$ cat config.mk
export PLATFORM = sky130hd
export DESIGN_NAME = i2s_mic_ctrl
export DESIGN_NICKNAME = d
export VERILOG_FILES = /design/src/rtl/i2s_mic_ctrl.sv
export SDC_FILE = /design/constraint.sdc
export NUM_CORES = 1
export LEC_CHECK = 0
export ABC_CLOCK_PERIOD_IN_PS = 6800
export CORE_MARGIN = 4
export CORE_UTILIZATION = 60
export CTS_CLUSTER_DIAMETER = 30
export DETAILED_ROUTE_END_ITERATION = 16
export GPL_TIMING_DRIVEN = 1
export PLACE_DENSITY = 0.95
export SYNTH_ARGS = -nofsm -noshare
export SYNTH_HDL_FRONTEND = slang
export SYNTH_SLANG_ARGS = --single-unit
$ cat constraint.sdc
create_clock -name clk -period 6.8 [get_ports clk]
set_clock_uncertainty 0.05 [all_clocks]
set_input_delay 1.7 -clock clk [delete_from_list [all_inputs] [get_ports clk]]
set_output_delay 1.7 -clock clk [all_outputs]
set_load 0.02 [all_outputs]
$ cat src/rtl/i2s_mic_ctrl.sv
// i2s_mic_ctrl: I2S microphone receive sequencer. It owns the clock generator reset, discards warm-up frames, then deserialises one channel.
// Latency: sample_valid rises 1 clk after the bclk_falling strobe that completes the sample.
// Backpressure: one-deep holding register. A completion that finds it full and not draining is dropped and sets sticky overrun.
//
// Ports:
//   clk, rst           system clock, synchronous active-high reset
//   enable             level run/stop request
//   bclk_falling       single-cycle strobe from the clock generator
//   lrclk, sd          word select (pre-update value in the strobe cycle) and mic serial data
//   clkgen_rst_n       active-low reset driven to the clock generator
//   sample/_valid/_ready  one-deep valid/ready output holding register
//   overrun            sticky: a completed sample was dropped
//   streaming          1 while samples are delivered downstream
module i2s_mic_ctrl #(
    parameter int SAMPLE_BITS   = 24,
    parameter int WARMUP_FRAMES = 4096,
    parameter int CHANNEL       = 0
) (
    input  logic                   clk,
    input  logic                   rst,
    input  logic                   enable,
    input  logic                   bclk_falling,
    input  logic                   lrclk,
    input  logic                   sd,
    output logic                   clkgen_rst_n,
    output logic [SAMPLE_BITS-1:0] sample,
    output logic                   sample_valid,
    input  logic                   sample_ready,
    output logic                   overrun,
    output logic                   streaming
);
    localparam int             WCW       = $clog2(WARMUP_FRAMES + 1);
    localparam logic [WCW-1:0] WARM_LAST = WCW'(WARMUP_FRAMES - 1);
    localparam logic [WCW-1:0] WARM_DONE = WCW'(WARMUP_FRAMES);
    localparam logic [4:0]     POS_MAX   = 5'd31;
    localparam logic [4:0]     POS_LAST  = 5'(SAMPLE_BITS);
    localparam logic           CH        = 1'(CHANNEL);

    typedef enum logic [1:0] {
        ST_IDLE,
        ST_WARMUP,
        ST_STREAM
    } state_t;

    state_t                 state;
    logic                   lrclk_prev;
    logic [4:0]             pos;
    logic [WCW-1:0]         warm_cnt;
    logic [SAMPLE_BITS-1:0] shreg;

    logic [4:0]             cur_pos;
    logic                   slot_edge;
    logic                   frame_start;
    logic                   in_slot;
    logic                   capture;
    logic                   complete;
    logic                   drain;
    logic [SAMPLE_BITS-1:0] shift_next;

    // Position of the strobe in the current cycle, derived from the
    // pre-update lrclk and the position stored at the previous strobe.
    always_comb begin
        slot_edge = (lrclk != lrclk_prev);
        if (slot_edge) begin
            cur_pos = 5'd0;
        end else if (pos == POS_MAX) begin
            cur_pos = POS_MAX;
        end else begin
            cur_pos = pos + 5'd1;
        end
        // A frame begins at the left slot, i.e. a 1->0 change of lrclk.
        frame_start = bclk_falling && slot_edge && !lrclk;
        in_slot     = (lrclk == CH) && (cur_pos != 5'd0) && (cur_pos <= POS_LAST);
        capture     = (state == ST_STREAM) && bclk_falling && in_slot;
        complete    = capture && (cur_pos == POS_LAST);
        // Cast truncation keeps this legal for a 1-bit sample as well.
        shift_next  = SAMPLE_BITS'({shreg, sd});
        drain       = sample_valid && sample_ready;
    end

    always_ff @(posedge clk) begin
        if (rst) begin
            state        <= ST_IDLE;
            clkgen_rst_n <= 1'b0;
            sample       <= '0;
            sample_valid <= 1'b0;
            overrun      <= 1'b0;
            streaming    <= 1'b0;
            lrclk_prev   <= 1'b0;
            pos          <= 5'd0;
            warm_cnt     <= '0;
            shreg        <= '0;
        end else if (!enable) begin
            // Stop from any state: generator held in reset, partial
            // capture and the holding register discarded. overrun is
            // kept so software can still read it after stopping.
            state        <= ST_IDLE;
            clkgen_rst_n <= 1'b0;
            sample_valid <= 1'b0;
            streaming    <= 1'b0;
            lrclk_prev   <= 1'b0;
            pos          <= 5'd0;
            shreg        <= '0;
        end else begin
            case (state)
                ST_IDLE: begin
                    state        <= ST_WARMUP;
                    clkgen_rst_n <= 1'b1;
                    overrun      <= 1'b0;
                    warm_cnt     <= '0;
                end
                default: begin
                    // Slot tracking runs in both WARMUP and STREAM so
                    // the position is valid from the first streamed slot.
                    if (bclk_falling) begin
                        lrclk_prev <= lrclk;
                        pos        <= cur_pos;
                    end

                    if (state == ST_WARMUP && frame_start) begin
                        if (warm_cnt == WARM_LAST) begin
                            state     <= ST_STREAM;
                            streaming <= 1'b1;
                            warm_cnt  <= WARM_DONE;
                        end else begin
                            warm_cnt <= warm_cnt + 1'b1;
                        end
                    end

                    if (capture) begin
                        shreg <= shift_next;
                    end

                    // A completion may refill the register in the very
                    // cycle it drains; otherwise a full register drops it.
                    if (complete && (!sample_valid || sample_ready)) begin
                        sample       <= shift_next;
                        sample_valid <= 1'b1;
                    end else begin
                        if (complete) begin
                            overrun <= 1'b1;
                        end
                        if (drain) begin
                            sample_valid <= 1'b0;
                        end
                    end
                end
            endcase
        end
    end

endmodule

==> results of run 1 <==
kinds of logic after synthesis:
family                   Yosys count  synth area share (%)
flip-flops                        72                  45.4
buffers and inverters             20                  3.31
AND/OR/NAND/NOR                  147                  24.3
AO/OA/AOI/OAI                     34                  8.00
XOR/XNOR                          11                  3.04
adder cells (fa/ha/maj)            2                 0.788
multiplexers                      48                  15.1
power groups by stage:
stage          Sequential, mW  Combinational, mW  Clock (mW)
3_5_place_dp            0.434             0.0270           0
5_1_grt                 0.424             0.0296       0.354
4_1_cts                 0.424             0.0271       0.341
2_1_floorplan           0.434             0.0189           0
6_report                0.424             0.0270       0.332
3_3_place_gp            0.434             0.0264           0
registers in the layout, indices dropped and copies added, names as in the netlist:
| signal | count |
|---|---|
| streaming | 1 |
| clkgen_rst_n | 1 |
| state | 2 |
| shreg | 23 |
| pos | 5 |
| overrun | 1 |
| sample_valid | 1 |
| warm_cnt | 13 |
| lrclk_prev | 1 |
| sample | 24 |
critical path, cell delays in order:
cell and delay (ns):
clkdlybuf4s50_1 0.53, xor2_1 0.20, a2111oi_4 0.45, nand4b_2 0.21
nor3_4 0.20, buf_4 0.39, mux2i_1 0.26
how the worst min path moves through the flow:
stage                     cells after the start                   endpoint                       from  slack [ns]
after floorplan                               2     shreg[22]$_SDFFE_PP0P_     shreg[22]$_SDFFE_PP0P_        0.39
after global placement                        2     shreg[22]$_SDFFE_PP0P_     shreg[22]$_SDFFE_PP0P_        0.39
after detailed placement                      2    sample[11]$_SDFFE_PP0P_    sample[11]$_SDFFE_PP0P_        0.41
after CTS                                     2  sample_valid$_SDFFE_PP0P_  sample_valid$_SDFFE_PP0P_        0.43
after global routing                          2    sample[11]$_SDFFE_PP0P_    sample[11]$_SDFFE_PP0P_        0.44
final                                         2    sample[11]$_SDFFE_PP0P_    sample[11]$_SDFFE_PP0P_        0.42
cell usage in the layout (no fill, tap or decap), types with 7 or more instances in the layout:
master           instances
nor2_1                  30
nand2_1                 36
clkbuf_8                10
mux2i_1                 48
xor2_1                   7
a21oi_1                 11
dfxtp_1                 72
nand3_1                  7
clkdlybuf4s50_1         34
nand2b_1                53
per-layer routing:
layer | wire, um | part of all wire [%] | global-route usage [%] | vias to the layer above
li1 | - | - | - | 1194
met1 | 2640 | 45 | 24.3 | 1098
met2 | 2870 | 49 | 34.1 | 58
met3 | 260 | 4.4 | 4.55 | 10
met4 | 109 | 1.9 | 9.46 | 0
met5 | 0 | 0 | 0 | -
area by class of cell:
type                            count  share of cell area [%]
Multi-Input combinational cell    242                    43.9
Clock inverter                      5                    1.51
Clock buffer                       11                    3.79
Inverter                            3                   0.302
Sequential cell                    72                    38.6
Tap cell                           70                    2.35
Timing Repair Buffer               36                    9.52
synth_stat cells (3+ instances only):
cell type,number
a211oi_1,4
nand2_1,36
a21oi_1,11
nor2_1,30
nand2b_1,53
xor2_1,7
nor3_1,3
nand3_1,7
clkbuf_1,13
xnor2_1,4
dfxtp_1,72
inv_1,3
mux2i_1,48
and3_1,6
==> impl_metrics.py, run 1 <==
metrics = {
    "status": {
        "status": "completed",
    },
    "yosys": {
        "netlist.top_cell.by_area": "dfxtp_1",
        "synth_top_area_share_pct": 45.4,
        "synth_top_flop_cell": "dfxtp_1",
        "syn_avg_cell_area_um2": 9.50,
        "synthTopCellsByArea": "dfxtp_1 45%, mux2i_1 15%, nand2b_1 10%",
        "syn-num-nets": 343,
        "synth.distinct_cells": 44,
        "netlist_instances": 334,
        "ys_seq_elements": 72,
        "yosysWarningCount": 0,
        "synthArstFlopShare_pct": 0,
        "syn-cell-area_um2": 3170,
        "synth_edf_count": 0,
        "yosysSeqAreaShare_pct": 45.4,
    },
    "sta": {
        "rsz0062_at_grt": "no",
        "worstMarginPinSlew_ns": 1.14,
        "setup_viol": 0,
        "finalSetupTns_ns": 0,
        "achievable-frequency_mhz": 267,
        "setup_slack_ns": 3.06,
        "period_minus_slack_ns": 3.74,
        "relSlewSlack_pct": 23.2,
        "slew_viol_final": 0,
        "hold_viol_final": 0,
        "period_share_pct": 55.0,
        "hold-worst-slack_ns": 0.423,
    },
    "clock_network": {
        "root_buffer": "clkbuf_8",
        "cts_tree": "built",
        "cts_made_buffers": 9,
        "cts_buffer_depth": 2,
        "cts_hold_buf": 0,
        "clk_pin_slew_ns": 0.07,
        "clk_latency_ns": 0.34,
        "clock_sinks": 72,
        "cts_setup_buffers": 0,
        "cts-resized-gates": 0,
        "cts-htree-levels": 3,
    },
    "cells_and_area": {
        "final_nets": 373,
        "final_cells": 439,
        "ff_latch_area_um2": 1440,
        "multi_input_area_um2": 1640,
        "fin_util_pct": 73.1,
        "fillers": 380,
        "fin_area_um2": 3730,
        "drive_above_1_share_pct": 6.78,
        "syn2layout_area_growth_pct": 17.5,
        "antenna_cells": 0,
    },
    "place": {
        "dp_slack_ns": 2.72,
        "gp_congestion": 0.852,
        "port_buffers": 34,
        "dpl_cell_area_um2": 3530,
        "dpl.hpwl_um": 4020,
        "placed_cells": 423,
    },
    "worst_hold_path": {
        "hold_class": "register to register",
    },
    "route": {
        "drtPass1Iterations": 4,
        "viasPerCell": 5.38,
        "drtIter0Drc": 85,
        "postRouteAntennaNets": 0,
        "drt_drc_violations_left": 0,
        "dr_total_vias": 2360,
        "wire_per_inst_um": 13.4,
        "wl_um": 5880,
    },
    "worst_setup_path": {
        "r2r-end": "sample[2]$_SDFFE_PP0P_",
        "rrSetupSlack_ns": 4.30,
        "critical_path_class": "input port to register",
        "worstPathRequired_ns": 7.01,
        "rr_worst_depth": 7,
        "end_kind": "register",
        "setup.worst_path.end": "sample[2]$_SDFFE_PP0P_",
        "worstPathArrival_ns": 3.95,
        "startpoint": "lrclk",
        "worstReg2RegStart": "pos[0]$_SDFFE_PP0P_",
        "crit_path_start_kind": "input port",
        "path_max_fanout": 24,
    },
    "pwr": {
        "switching_share_pct": 21.7,
        "clkPwrFrac_pct": 42.4,
        "p_total_mw": 0.784,
        "combPwrFrac_pct": 3.4,
        "cellLeakagePower_nw": 1.22,
        "vdd_drop_max_mv": 0.129,
        "p_seq_share_pct": 54.1,
        "p_per_area_nw_per_um2": 210,
        "p_sw_mw": 0.170,
        "p_int_mw": 0.614,
    },
    "global_route": {
        "grt.total_usage_pct": 20.2,
        "grt-ovfl-total": 0,
        "grt_pass1_wl_um": 10400,
        "grt_max_degree": 56,
        "first_global_vias": 2403,
        "antenna_found_initial": 0,
    },
    "floorplanning": {
        "std_cell_rows": 26,
        "io_pins": 35,
        "fp.dieH_um": 80.7,
        "start_util_pct": 62.2,
        "core-area_um2": 5110,
        "die_w_um": 80.7,
        "die_area_um2": 6520,
    },
    "job": {
        "drv_cap": 0,
    },
}
(Power assumes the default switching activity.)
==> run 2: changes to the inputs <==
==> config.mk (replaced) <==
export PLATFORM = sky130hd
export DESIGN_NAME = i2s_mic_ctrl
export DESIGN_NICKNAME = d
export VERILOG_FILES = /design/src/rtl/i2s_mic_ctrl.sv
export SDC_FILE = /design/constraint.sdc
export NUM_CORES = 1
export LEC_CHECK = 0
export ABC_CLOCK_PERIOD_IN_PS = 3100
export CORE_MARGIN = 4
export CORE_UTILIZATION = 50
export CTS_CLUSTER_DIAMETER = 30
export DETAILED_ROUTE_END_ITERATION = 16
export GPL_TIMING_DRIVEN = 1
export PLACE_DENSITY = 0.86
export SYNTH_ARGS = -nofsm -noshare
export SYNTH_HDL_FRONTEND = slang
export SYNTH_SLANG_ARGS = --single-unit
==> constraint.sdc (replaced) <==
create_clock -name clk -period 3.1 [get_ports clk]
set_clock_uncertainty 0.05 [all_clocks]
set_input_delay 0.775 -clock clk [delete_from_list [all_inputs] [get_ports clk]]
set_output_delay 0.775 -clock clk [all_outputs]
set_load 0.02 [all_outputs]
==> impl_metrics.py, run 2 (synthesis gave the netlist of run 1 again) <==
metrics = {
    "sta": {
        "relSlewSlack_pct": 24.2,
        "worstMarginPinSlew_ns": 1.12,
        "setup_viol": 0,
        "finalSetupTns_ns": 0,
        "period_share_pct": 82.3,
        "hold_viol_final": 0,
        "rsz0062_at_grt": "no",
        "period_minus_slack_ns": 2.55,
        "slew_viol_final": 0,
        "achievable-frequency_mhz": 392,
    },
    "pwr": {
        "vdd_drop_max_mv": 0.372,
        "cellLeakagePower_nw": 1.26,
        "p_per_area_nw_per_um2": 455,
    },
    "worst_setup_path": {
        "slowest_delay_ns": 0.54,
        "rr_worst_depth": 7,
        "crit_family": "buffers and inverters",
        "worstPathArrival_ns": 2.77,
        "path_buf_inv": 2,
        "worstReg2RegStart": "pos[0]$_SDFFE_PP0P_",
        "r2r-end": "sample[7]$_SDFFE_PP0P_",
        "crit_chain": "clkdlybuf4s50_1, xor2_1, a2111oi_4, nand4b_2, nor3_4, buf_12, mux2i_1",
        "startpoint": "lrclk",
        "path_max_fanout": 24,
        "end_kind": "register",
        "crit_path_start_kind": "input port",
        "rrSetupSlack_ns": 0.91,
        "worstPathRequired_ns": 3.32,
        "setup.worst_path.end": "sample[7]$_SDFFE_PP0P_",
        "critical_path_class": "input port to register",
        "slowest_stage": "clkdlybuf4s50_1",
        "path_depth": 7,
    },
    "global_route": {
        "antenna_found_initial": 0,
        "met2_usage_pct": 28.4,
        "grt_max_degree": 30,
        "grt-ovfl-total": 0,
        "top_usage_layer": "met2",
        "grt.total_usage_pct": 16.5,
        "grt_pass1_wl_um": 10100,
        "first_global_vias": 2317,
        "met1_usage_pct": 19.8,
        "use_met3_pct": 5.83,
    },
    "cells_and_area": {
        "antenna_cells": 0,
        "syn2layout_area_growth_pct": 20.1,
        "drive_above_1_share_pct": 8.53,
        "fillers": 502,
        "final_cell_mix": "72 x dfxtp_1, 53 x nand2b_1, 48 x mux2i_1",
        "ff_latch_area_um2": 1440,
        "final_common_cell": "dfxtp_1",
        "final_cells": 450,
        "top_regs": "sample: 24 flops, shreg: 23 flops, warm_cnt: 13 flops",
        "multi_input_area_um2": 1640,
        "final_nets": 379,
        "largest_reg_flops": 24,
        "regMostFlops": "sample",
    },
    "clock_network": {
        "root_buffer": "clkbuf_8",
        "cts_buffer_depth": 2,
        "cts-resized-gates": 0,
        "clk_latency_ns": 0.34,
        "cts_tree": "built",
        "clock_sinks": 72,
        "cts_made_buffers": 9,
        "clk_pin_slew_ns": 0.08,
        "cts_setup_buffers": 0,
        "cts_hold_buf": 0,
        "cts-htree-levels": 3,
    },
    "route": {
        "viasPerCell": 5.24,
        "postRouteAntennaNets": 0,
        "wire_per_inst_um": 13.3,
        "drt_drc_violations_left": 0,
        "wl_um": 5980,
        "drtPass1Iterations": 4,
        "drtIter0Drc": 70,
        "dr_total_vias": 2359,
    },
    "floorplanning": {
        "die_area_um2": 7690,
        "io_pins": 35,
        "std_cell_rows": 28,
        "die_w_um": 87.7,
        "fp.dieH_um": 87.7,
        "start_util_pct": 52.7,
        "core-area_um2": 6030,
    },
    "job": {
        "drv_cap": 0,
    },
    "place": {
        "dpl.hpwl_um": 4190,
        "port_buffers": 34,
        "gp_congestion": 0.871,
        "placed_cells": 434,
    },
    "worst_hold_path": {
        "worstHoldPathCells": 2,
        "hold_class": "register to register",
    },
    "status": {
        "status": "completed",
    },
}
-- run 2: changes by cell type in the layout (fill, tap and decap cells not counted), sizes merged --
cell / before / now
buf: 2 / 8
clkbuf: 11 / 9
inv: 3 / 5
-- run 2: worst min-delay path by stage --
stage | startpoint | endpoint | slack (ns)
floorplan | shreg[22]$_SDFFE_PP0P_ | shreg[22]$_SDFFE_PP0P_ | 0.39
global placement | clkgen_rst_n$_SDFFE_PP0P_ | clkgen_rst_n$_SDFFE_PP0P_ | 0.40
detailed placement | shreg[22]$_SDFFE_PP0P_ | shreg[22]$_SDFFE_PP0P_ | 0.41
CTS | shreg[22]$_SDFFE_PP0P_ | shreg[22]$_SDFFE_PP0P_ | 0.42
global route | shreg[19]$_SDFFE_PP0P_ | sample[20]$_SDFFE_PP0P_ | 0.45
finish | shreg[22]$_SDFFE_PP0P_ | shreg[22]$_SDFFE_PP0P_ | 0.41
-- run 2: stage by stage --
step	setup WS (ns)	hold WS (ns)	util, %	instance area [um^2]	total power [mW]
detailed placement	0.194	0.407	59.9	3610	1.02
CTS	0.547	0.419	63.3	3810	1.76
finish	0.548	0.414	63.3	3810	1.74
global placement	0.302	0.398	59.9	3610	1.01
floorplan	0.703	0.385	-	3170	0.993
global route	0.481	0.451	63.3	3810	1.81
-- run 2: area by class of cell --
class	count	share of cell area, %
multi-input cells	242	42.9
flip-flops and latches	72	37.8
repair buffers	42	11.2
clock buffers	9	3.25
well taps	75	2.46
clock inverters	7	2.10
inverters	3	0.295
-- run 2: power by group --
group          switching, mW  internal, mW  leakage (nW)
sequential           0.00354         0.927         0.580
clock                  0.362         0.381         0.102
combinational         0.0341        0.0300         0.576
-- run 2: worst register-to-register path, cell delays in order, from the launching register on --
cell	delay [ns]
dfxtp_1	0.42
ha_1	0.26
a21boi_2	0.10
a2111oi_4	0.38
nand4b_2	0.19
nor3_4	0.27
buf_12	0.24
mux2i_1	0.22
-- run 2: per-layer routing --
metal,up-vias,wire length (um)
li1,1207,-
met1,1105,2670
met2,43,3010
met3,4,275
met4,0,27
met5,-,0
==> run 3: changes to the inputs <==
--- a/config.mk
+++ b/config.mk
@@ -5,7 +5,7 @@
 export SDC_FILE = /design/constraint.sdc
 export NUM_CORES = 1
 export LEC_CHECK = 0
-export ABC_CLOCK_PERIOD_IN_PS = 3100
+export ABC_CLOCK_PERIOD_IN_PS = 2300
 export CORE_MARGIN = 4
 export CORE_UTILIZATION = 50
 export CTS_CLUSTER_DIAMETER = 30
==> constraint.sdc (replaced) <==
create_clock -name clk -period 2.3 [get_ports clk]
set_clock_uncertainty 0.05 [all_clocks]
set_input_delay 0.575 -clock clk [delete_from_list [all_inputs] [get_ports clk]]
set_output_delay 0.575 -clock clk [all_outputs]
set_load 0.02 [all_outputs]
==> impl_metrics.py, run 3 (synthesis gave the netlist of run 1 again) <==
metrics = {
    "status": {
        "status": "completed",
    },
    "floorplanning": {
        "fp.dieH_um": 87.7,
        "core-area_um2": 6030,
        "start_util_pct": 52.7,
        "io_pins": 35,
        "die_w_um": 87.7,
        "die_area_um2": 7690,
        "std_cell_rows": 28,
    },
    "worst_hold_path": {
        "hold_class": "register to register",
    },
    "pwr": {
        "switching_share_pct": 21.5,
        "p_sw_mw": 0.511,
        "combPwrFrac_pct": 4.1,
        "clkPwrFrac_pct": 43.0,
        "vdd_drop_max_mv": 0.466,
        "p_seq_share_pct": 52.9,
        "cellLeakagePower_nw": 1.35,
        "p_total_mw": 2.37,
        "p_per_area_nw_per_um2": 596,
        "p_int_mw": 1.86,
    },
    "sta": {
        "finalSetupTns_ns": 0,
        "period_share_pct": 96.8,
        "achievable-frequency_mhz": 449,
        "slew_viol_final": 0,
        "setup_viol": 0,
        "worstMarginPinSlew_ns": 0.965,
        "relSlewSlack_pct": 35.0,
        "period_minus_slack_ns": 2.23,
        "setup_slack_ns": 0.0739,
        "hold-worst-slack_ns": 0.418,
        "hold_viol_final": 0,
    },
    "cells_and_area": {
        "regMostFlops": "sample",
        "largest_reg_flops": 24,
        "syn2layout_area_growth_pct": 25.3,
        "final_cell_mix": "72 x dfxtp_1, 53 x nand2b_1, 48 x mux2i_1",
        "drive_above_1_share_pct": 11.3,
        "fin_area_um2": 3980,
        "top_regs": "sample: 24 flops, shreg: 23 flops, warm_cnt: 13 flops",
        "final_cells": 463,
        "antenna_cells": 0,
        "fin_util_pct": 66.0,
        "final_common_cell": "dfxtp_1",
        "fillers": 491,
        "final_nets": 392,
    },
    "worst_setup_path": {
        "crit_family": "buffers and inverters",
        "slowest_delay_ns": 0.44,
        "path_max_fanout": 6,
        "worstPathArrival_ns": 2.45,
        "crit_chain": "clkdlybuf4s50_1, xor2_1, a2111oi_4, nand4b_2, nor3_4, buf_12, buf_6, mux2i_1",
        "crit_path_start_kind": "input port",
        "slowest_stage": "clkdlybuf4s50_1",
        "worstPathRequired_ns": 2.52,
        "end_kind": "register",
        "path_buf_inv": 3,
        "critical_path_class": "input port to register",
    },
    "global_route": {
        "top_usage_layer": "met2",
        "met1_usage_pct": 20.0,
        "grt.total_usage_pct": 17.4,
        "met2_usage_pct": 30.1,
        "grt_pass1_wl_um": 10700,
        "use_met3_pct": 5.36,
        "grt_max_degree": 27,
        "first_global_vias": 2464,
        "grt-ovfl-total": 0,
        "antenna_found_initial": 0,
    },
    "route": {
        "drt_drc_violations_left": 0,
        "wl_um": 6590,
        "dr_total_vias": 2502,
        "drtPass1Iterations": 4,
        "postRouteAntennaNets": 0,
        "drtIter0Drc": 53,
        "wire_per_inst_um": 14.2,
        "viasPerCell": 5.40,
    },
    "clock_network": {
        "clock_sinks": 72,
        "cts-resized-gates": 0,
        "cts_made_buffers": 9,
        "clk_latency_ns": 0.34,
        "cts_hold_buf": 0,
        "cts_buffer_depth": 2,
        "cts_tree": "built",
        "clk_pin_slew_ns": 0.08,
        "root_buffer": "clkbuf_8",
        "cts-htree-levels": 3,
    },
    "place": {
        "port_buffers": 34,
        "gp_congestion": 0.754,
        "dpl.hpwl_um": 4270,
        "dpl_cell_area_um2": 3680,
        "placed_cells": 442,
        "dp_slack_ns": -0.362,
    },
    "job": {
        "drv_cap": 0,
    },
}
-- run 3: cell count changes in the layout (fill, tap and decap cells not counted) --
| cell | before | now |
|---|---|---|
| inv_6 | 1 | 0 |
| clkbuf_16 | 0 | 2 |
| clkinvlp_4 | 1 | 0 |
| clkbuf_8 | 9 | 11 |
| buf_6 | 0 | 1 |
| buf_4 | 6 | 14 |
| inv_8 | 1 | 0 |
| clkbuf_1 | 0 | 1 |
| buf_12 | 2 | 4 |
-- run 3: area by class of cell --
type / instances / area [um^2] / share of cell area, %
Multi-Input combinational cell: 242 / 1640 / 41.2
Sequential cell: 72 / 1440 / 36.2
Timing Repair Buffer: 55 / 587 / 14.7
Clock buffer: 12 / 155 / 3.90
Tap cell: 75 / 93.8 / 2.36
Clock inverter: 4 / 52.6 / 1.32
Inverter: 3 / 11.3 / 0.283
-- run 3: path summary, 6_finish.rpt --
kind,start,end,slack (ns),cells after the start
max reg2reg,pos[1]$_SDFFE_PP0P_,sample[8]$_SDFFE_PP0P_,0.15,8
min reg2reg,sample[11]$_SDFFE_PP0P_,sample[11]$_SDFFE_PP0P_,0.42,2
max,lrclk,sample[8]$_SDFFE_PP0P_,0.07,8
min,sample[11]$_SDFFE_PP0P_,sample[11]$_SDFFE_PP0P_,0.42,2
-- run 3: power groups by stage --
stage / combinational (mW) / sequential, mW / clock (mW)
5_1_grt: 0.107 / 1.25 / 1.10
3_3_place_gp: 0.0949 / 1.28 / 0
6_report: 0.0980 / 1.25 / 1.02
2_1_floorplan: 0.0560 / 1.28 / 0
4_1_cts: 0.0980 / 1.25 / 1.05
3_5_place_dp: 0.0973 / 1.28 / 0
-- run 3: metal layers --
metal | up-vias | wire length [um]
li1 | 1237 | -
met5 | - | 0
met4 | 0 | 93
met3 | 9 | 269
met1 | 1206 | 2950
met2 | 50 | 3270
-- run 3: worst reg2reg max path, delay by kind of cell (launching register included) --
family | cells | cell delay, ns
adders and majority gates | 1 | 0.25
buffers and inverters | 2 | 0.30
muxes | 1 | 0.19
AOI/OAI and AO/OA | 2 | 0.53
and+or+nand+nor | 2 | 0.37
DFF | 1 | 0.39
-- run 3: timing repair --
action	CTS	global route
setup buffers	0	2
setup endpoints to repair	3	24
pin swaps	1	2
cloned	0	3
